[src/rtl/multicycle_seq_ctrl.sv]
// Phase sequencer for the multi-cycle RV32 subset core: steps each instruction
// through FETCH/DECODE/EXEC/MEM/WB, handshakes with the shared memory port and counts retirements.
module multicycle_seq_ctrl #(
    parameter int CNT_W   = 32,
    parameter int TIMEOUT = 16
) (
    input  logic             clk,
    input  logic             rst,
    input  logic             run,
    input  logic             halt_req,
    input  logic [6:0]       opcode,
    input  logic             mem_ready,
    output logic             imem_req,
    output logic             dmem_req,
    output logic             ir_load,
    output logic             control_on,
    output logic             pc_write,
    output logic             wb_en,
    output logic [2:0]       state,
    output logic             illegal,
    output logic             bus_err,
    output logic [CNT_W-1:0] retired
);

    localparam int WAIT_W = $clog2(TIMEOUT) + 1;
    localparam logic [WAIT_W-1:0] WAIT_LAST = WAIT_W'(TIMEOUT - 1);

    localparam logic [6:0] OP_JAL    = 7'b1101111;
    localparam logic [6:0] OP_LOAD   = 7'b0000011;
    localparam logic [6:0] OP_STORE  = 7'b0100011;
    localparam logic [6:0] OP_BRANCH = 7'b1100011;
    localparam logic [6:0] OP_ALU    = 7'b0110011;
    localparam logic [6:0] OP_ALUI   = 7'b0010011;

    typedef enum logic [2:0] {
        IDLE   = 3'd0,
        FETCH  = 3'd1,
        DECODE = 3'd2,
        EXEC   = 3'd3,
        MEM    = 3'd4,
        WB     = 3'd5,
        HALT   = 3'd6
    } state_t;

    state_t            st;
    logic [WAIT_W-1:0] wait_cnt;
    logic [6:0]        op_q;
    logic              op_legal;

    always_comb begin
        op_legal = (opcode == OP_JAL)    || (opcode == OP_LOAD) ||
                   (opcode == OP_STORE)  || (opcode == OP_BRANCH) ||
                   (opcode == OP_ALU)    || (opcode == OP_ALUI);
    end

    always_ff @(posedge clk) begin
        if (rst) begin
            st       <= IDLE;
            wait_cnt <= '0;
            op_q     <= '0;
            illegal  <= 1'b0;
            bus_err  <= 1'b0;
            retired  <= '0;
        end else begin
            case (st)
                IDLE: begin
                    if (run) st <= FETCH;
                end
                FETCH, MEM: begin
                    // Timeout fires on the TIMEOUT-th consecutive wait cycle, checked before incrementing.
                    if (mem_ready) begin
                        wait_cnt <= '0;
                        st       <= (st == FETCH) ? DECODE : WB;
                    end else if (wait_cnt == WAIT_LAST) begin
                        wait_cnt <= '0;
                        bus_err  <= 1'b1;
                        st       <= HALT;
                    end else begin
                        wait_cnt <= wait_cnt + WAIT_W'(1);
                    end
                end
                DECODE: begin
                    op_q <= opcode;
                    if (op_legal) begin
                        st <= EXEC;
                    end else begin
                        illegal <= 1'b1;
                        st      <= HALT;
                    end
                end
                EXEC: begin
                    st <= (op_q == OP_LOAD || op_q == OP_STORE) ? MEM : WB;
                end
                WB: begin
                    retired <= retired + CNT_W'(1);
                    if (halt_req)  st <= HALT;
                    else if (!run) st <= IDLE;
                    else           st <= FETCH;
                end
                HALT: st <= HALT;
                default: st <= IDLE;
            endcase
        end
    end

    always_comb begin
        imem_req   = 1'b0;
        dmem_req   = 1'b0;
        ir_load    = 1'b0;
        control_on = 1'b0;
        pc_write   = 1'b0;
        wb_en      = 1'b0;
        case (st)
            FETCH: begin
                imem_req = 1'b1;
                ir_load  = mem_ready;
            end
            DECODE, EXEC: control_on = 1'b1;
            MEM: begin
                control_on = 1'b1;
                dmem_req   = 1'b1;
            end
            WB: begin
                control_on = 1'b1;
                pc_write   = 1'b1;
                wb_en      = 1'b1;
            end
            default: ;
        endcase
    end

    assign state = st;

endmodule
[config.mk]
export PLATFORM = sky130hd
export DESIGN_NAME = multicycle_seq_ctrl
export DESIGN_NICKNAME = d
export VERILOG_FILES = /design/src/rtl/multicycle_seq_ctrl.sv
export SDC_FILE = /design/constraint.sdc
export NUM_CORES = 1
export LEC_CHECK = 0
export CORE_ASPECT_RATIO = 0.5
export CORE_MARGIN = 1
export CORE_UTILIZATION = 54
export CTS_CLUSTER_DIAMETER = 120
export DETAILED_ROUTE_END_ITERATION = 16
export PLACE_DENSITY = 0.85
export SYNTH_ARGS = -nofsm -noshare
export SYNTH_HDL_FRONTEND = slang
export SYNTH_SLANG_ARGS = --single-unit
[constraint.sdc]
create_clock -name clk -period 3.35 [get_ports clk]
set_clock_uncertainty 0.05 [all_clocks]
set_input_delay 1.005 -clock clk [delete_from_list [all_inputs] [get_ports clk]]
set_output_delay 1.005 -clock clk [all_outputs]
set_load 0.05 [all_outputs]
[Word level (Yosys, flattened, before mapping)]
Cells that the tools add are included.
Word-level totals
  bits in registers: 49
  latch bits: 0
  RAM bits: 0
  bits in read-only memories: 0
  bits of input ports: 12
  output and inout port bits: 43
  logic and storage cells: 55
  memories kept: 0
Cells by class
  $add $sub $neg: 2
  multipliers: 0
  divide/modulo/power cells: 0
  magnitude comparators: 0
  eq/ne operators: 17
  shifts and indexed selects: 0
  mux-type cells: 16
  bitwise operators: 2
  reductions and logical operators: 12
Operator list (number)
  adder 32 x 1 -> 32 bit, second input constant: 1
  == test 7 x 6 -> 1 bit, second input constant: 3
  two-way mux 3 bit: 6
  one-hot mux 3 bit (6 select lines): 1
  == test 7 x 2 -> 1 bit, second input constant: 2
  == test 7 bit, second input constant: 2
  two-way mux 5 bit: 2
  == test 3 bit, second input constant: 3
  == test 7 x 5 -> 1 bit, second input constant: 1
  two-way mux 1 bit: 7
  == test 3 x 2 -> 1 bit, second input constant: 2
  logical OR 1 bit: 6
  adder 5 x 1 -> 5 bit, second input constant: 1
  == test 5 x 4 -> 1 bit, second input constant: 1
  AND reduction 2 bit: 2
  OR reduction 4 bit: 1
  == test 3 x 1 -> 1 bit, second input constant: 1
  logical NOT 3 bit: 1
  inequality test 3 bit, second input constant: 1
  AND reduction 3 bit: 1
  inequality test 2 bit, second input constant: 1
  inverter 1 bit: 2
  OR reduction 2 bit: 1

[Logic depth before layout (Yosys ltp)]
Gate-level depths: netlist of run 1.
  depth after elaboration: 8
  mapped depth: 7
  gate-level depth less buffers: 5

[Worst setup path before layout of run 1]
OpenSTA, ideal clock, no wires.
  path kind: reg-to-output
  start: register st[0] (netlist: state[0])
  end: output port ir_load
  arrival: 2005 ps
  data required time: 2295 ps
  setup slack: 290 ps
  cell stages (with the launch flop): 4
  buffers on the path: 1
  path through: dfxtp_1 > clkbuf_1 > and3_1 > and2_1
On the way
  longest elaborated chain between the ends: 2
RTL lines
  start, declared: RTL line 45  | state_t st;
  start signal, assigned: RTL line 73  | st <= (st == FETCH) ? DECODE : WB;
  start signal, assigned: RTL line 92  | st <= (op_q == OP_LOAD || op_q == OP_STORE) ? MEM : WB;
  == test 3 x 1 -> 1 bit: RTL line 113  | case (st)
  two-way mux 1 bit: RTL line 113
  end, declared: RTL line 15  | output logic ir_load,
No other way between the ends.

[Worst setup path after layout of run 1]
  start: register st[2] (netlist: state[2])
  end: output port control_on
On the way
  longest elaborated chain between the ends: 3
  elaborated cells between the ends (all ways): 6
  those cells by class: 4 x eq/ne; 1 x mux; 1 x reduce/logical
RTL lines
  == test 3 bit or == test 3 x 2 -> 1 bit (tied branches): RTL line 113
  OR reduction 4 bit (no line) (*)
  two-way mux 1 bit (*): RTL line 113
  end, declared: RTL line 16  | output logic control_on,
Every way passes the cells marked *; elsewhere a longest branch is shown, timed or not.

==> impl_metrics.py, run 1 <==
metrics = {
    "setup_path": {
        "crit_chain": "inv_1 -> ha_1 -> inv_1 -> clkdlybuf4s50_1",
        "crit_buf_inv": 3,
        "ff2ff_path_depth": 4,
        "crit_slowest_cell": "clkdlybuf4s50_1",
        "rr_endpoint": "retired[30]",
        "cpPeakStageDelay_ns": 0.79,
        "cpLargestDelayFamily": "buffers and inverters",
        "crit_fanout": 16,
        "crit_top_cell": "inv_1",
        "cp-start-kind": "flip-flop",
        "critPathRequiredTime_ns": 2.29,
        "r2r-start": "retired[6]",
        "cp-end-kind": "output port",
        "ff2ff_setup_slack_ns": 0.98,
        "crit_arrival_ns": 2.18,
        "worstSetupPathType": "flip-flop to output port",
    },
    "pwr": {
        "seqPwrFrac": 0.443,
        "p_clk_frac": 0.249,
        "p_sw_frac": 0.3520,
        "p_sw_uw": 514.5,
        "p_leak_uw": 0.0009934,
        "internal_power_uw": 947.3,
        "finalPower_uw": 1462,
        "p_per_area_mw_per_mm2": 479.6,
        "ir_worst_vdd_v": 0.0004459,
        "combPwrFrac": 0.309,
    },
    "timing": {
        "tns_ns": 0,
        "drv_slew": 0,
        "hold_viol_final": 0,
        "relSlewSlack": 0.3565,
        "worst_pin_slew_ns": 0.9652,
        "fmax_mhz": 308.9,
        "period_needed_ns": 3.237,
        "setup_violations": 0,
        "rsz0062_at_grt": "false",
        "finalCritPeriodShare": 0.9663,
    },
    "route": {
        "vias": 2323,
        "initialDrtViolationCount": 161,
        "viasPerCell": 6.018,
        "antenna_left": 0,
        "drc": 0,
        "wl_um": 5566,
        "wl_per_cell_um": 14.42,
        "first_pass_iters": 4,
    },
    "floorplan": {
        "core_mm2": 0.004084,
        "start_util": 0.5888,
        "die_h_um": 49.19,
        "fp.dieArea_mm2": 0.004741,
        "rows": 16,
        "die_w_um": 96.38,
        "ioPinCount": 55,
    },
    "global_routing": {
        "grt_remaining_overflow": 0,
        "grt_usage": 0.2423,
        "antenna_found_initial": 0,
        "grt_pass1_wl_um": 8928,
        "grt_start_max_net_pins": 37,
        "first_global_vias": 2014,
    },
    "cells_and_area": {
        "final_area_mm2": 0.003048,
        "regArea_um2": 960.9,
        "n_antenna_cell": 0,
        "fin_nets": 346,
        "syn_to_final_growth_pct": 26.74,
        "drive_above_1_share": 0.06024,
        "fin_util": 0.7463,
        "multiInputGateArea_mm2": 0.001319,
        "final_cells": 386,
        "fillCellCount": 316,
    },
    "worst_hold_path": {
        "whs_path_depth": 2,
        "hold_end": "op_q[2]",
        "hold_class": "flip-flop to flip-flop",
        "min_from": "op_q[2]",
    },
    "clocking": {
        "root_buffer": "clkbuf_8",
        "ctsLongestPathBuffers": 2,
        "cts.sinks": 48,
        "clk_latency_ns": 0.31,
        "cts_tree": "built",
        "clk_pin_slew_ns": 0.09,
        "htreeDepth": 2,
        "cts_buffers": 5,
        "cts_setup_buffers": 0,
        "post_cts_resized": 0,
        "hold_buffers": 0,
    },
    "synthesis": {
        "async_reset_ff_frac": 0,
        "yosysWarnings": 0,
        "ys_ff_latch": 48,
        "synth_edf_count": 0,
        "synthesis.area_mm2": 0.002405,
        "syn_nets": 302,
        "yosysSeqAreaShare": 0.3996,
        "synthFlopType": "dfxtp_1",
        "syn_inst": 287,
        "ys_top_cells_by_area": "dfxtp_1 40%, a21oi_1 6.5%, o31ai_1 5.3%",
        "yosysUniqueCellTypes": 46,
        "avgSynthCellArea_um2": 8.379,
        "synth.largest_area_cell": "dfxtp_1",
        "synth_top_area_share": 0.3996,
    },
    "place": {
        "placed_area_mm2": 0.002954,
        "gp_congestion": 0.8135,
        "dp.cells": 378,
        "dp_hpwl_um": 3872,
        "io_buffers": 54,
    },
    "status": {
        "status": "finished clean",
    },
    "job": {
        "max-cap-violations": 0,
    },
}
==> stage by stage <==
stage / worst slack [ns] / hold WS [ns]
3_3_place_gp: 0.4871 / 0.3945
3_5_place_dp: 0.4572 / 0.3992
4_1_cts: 0.1197 / 0.4115
6_report: 0.1128 / 0.4142
5_1_grt: 0.02128 / 0.4385
2_1_floorplan: 0.2903 / 0.3860
==> area by class of cell <==
class,instances,area share
sequential,48,0.3153
timing repair buffer,58,0.1905
inverter,7,0.008621
clock inverter,1,0.002463
multi-input combinational,211,0.4327
tap,54,0.02217
clock buffer,7,0.02833
==> worst max-delay path by stage <==
stage	startpoint	endpoint	cells after the start
global route	state[2]	control_on	4
floorplan	state[0]	ir_load	3
global placement	state[2]	control_on	4
finish	state[2]	control_on	4
CTS	state[2]	control_on	4
detailed placement	state[2]	control_on	4
==> metal layers <==
metal | share of wire | GRT usage | vias up
met3 | 0.051 | 0.05763 | 8
li1 | - | - | 1152
met4 | 0.0084 | 0.05637 | 0
met2 | 0.48 | 0.4078 | 80
met1 | 0.46 | 0.3149 | 1083
met5 | 0 | 0 | -
==> Yosys cell counts (all sizes together) (2+ instances only) <==
| master | count |
|---|---|
| a21oi | 31 |
| a22o | 2 |
| a31oi | 2 |
| and2 | 5 |
| and3 | 4 |
| and4 | 3 |
| and4b | 2 |
| buf | 4 |
| clkbuf | 17 |
| dfxtp | 48 |
| ha | 3 |
| inv | 7 |
| mux2i | 2 |
| nand2 | 26 |
| nand2b | 3 |
| nand3 | 11 |
| nand3b | 2 |
| nand4 | 15 |
| nor2 | 18 |
| nor2b | 2 |
| nor3 | 2 |
| nor3b | 2 |
| nor4 | 5 |
| o21ai | 4 |
| o21ba | 2 |
| o31ai | 17 |
| or2 | 3 |
| or3 | 4 |
| or4 | 17 |
| xnor2 | 4 |
| xor2 | 8 |
==> state kept, by name, summed over array words and instances, names as in the netlist <==
name	flops
bus_err	1
state	3
retired	32
wait_cnt	5
illegal	1
op_q	6
==> cell usage in the layout (no fill, tap or decap), types with 2 or more instances in the layout <==
master	count
o31ai_1	17
nor3_1	2
nor2b_1	2
nand2_1	26
o21ai_0	4
buf_4	4
xor2_1	8
a22o_1	2
and3_1	4
and4b_1	2
o21ba_2	2
clkbuf_8	6
inv_1	7
or3_1	4
nand3_1	11
nand2b_1	3
a21oi_1	31
nor4_1	5
clkdlybuf4s50_1	53
nand3b_1	2
xnor2_1	4
mux2i_1	2
and4_1	3
and2_1	5
or2_2	3
a31oi_1	2
ha_1	3
nand4_1	14
nor2_1	18
nor3b_1	2
dfxtp_1	48
or4_1	17
==> kinds of logic (layout without fill, tap and decap cells) <==
group,Yosys count,after routing,share of synthesized area
XOR/XNOR,12,12,0.04370
flip-flops,48,48,0.3996
adder cells (fa/ha/maj),3,3,0.01561
AO/OA/AOI/OAI,64,64,0.1681
AND/OR/NAND/NOR,130,130,0.3127
multiplexers,2,2,0.008325
buffers and inverters,28,73,0.05203
==> worst register-to-register path, cell delays in order (launching register included) <==
cell     delay (ns)
dfxtp_1        0.44
nand4_2        0.19
or3_1          0.81
or4_1          0.64
a21oi_1        0.17
==> power groups by stage <==
stage / sequential, uW / clock (uW) / combinational, uW
2_1_floorplan: 697 / 0 / 277
3_3_place_gp: 657 / 0 / 440
3_5_place_dp: 660 / 0 / 448
4_1_cts: 647 / 371 / 450
5_1_grt: 653 / 391 / 481
6_report: 647 / 363 / 452
(Power assumes the default switching activity.)
==> run 2, diff against run 1 <==
SKIP_CTS_REPAIR_TIMING = 1   (was not set)
==> results of run 2 <==
The final DEF is identical to that of run 1; final timing and power are the same.
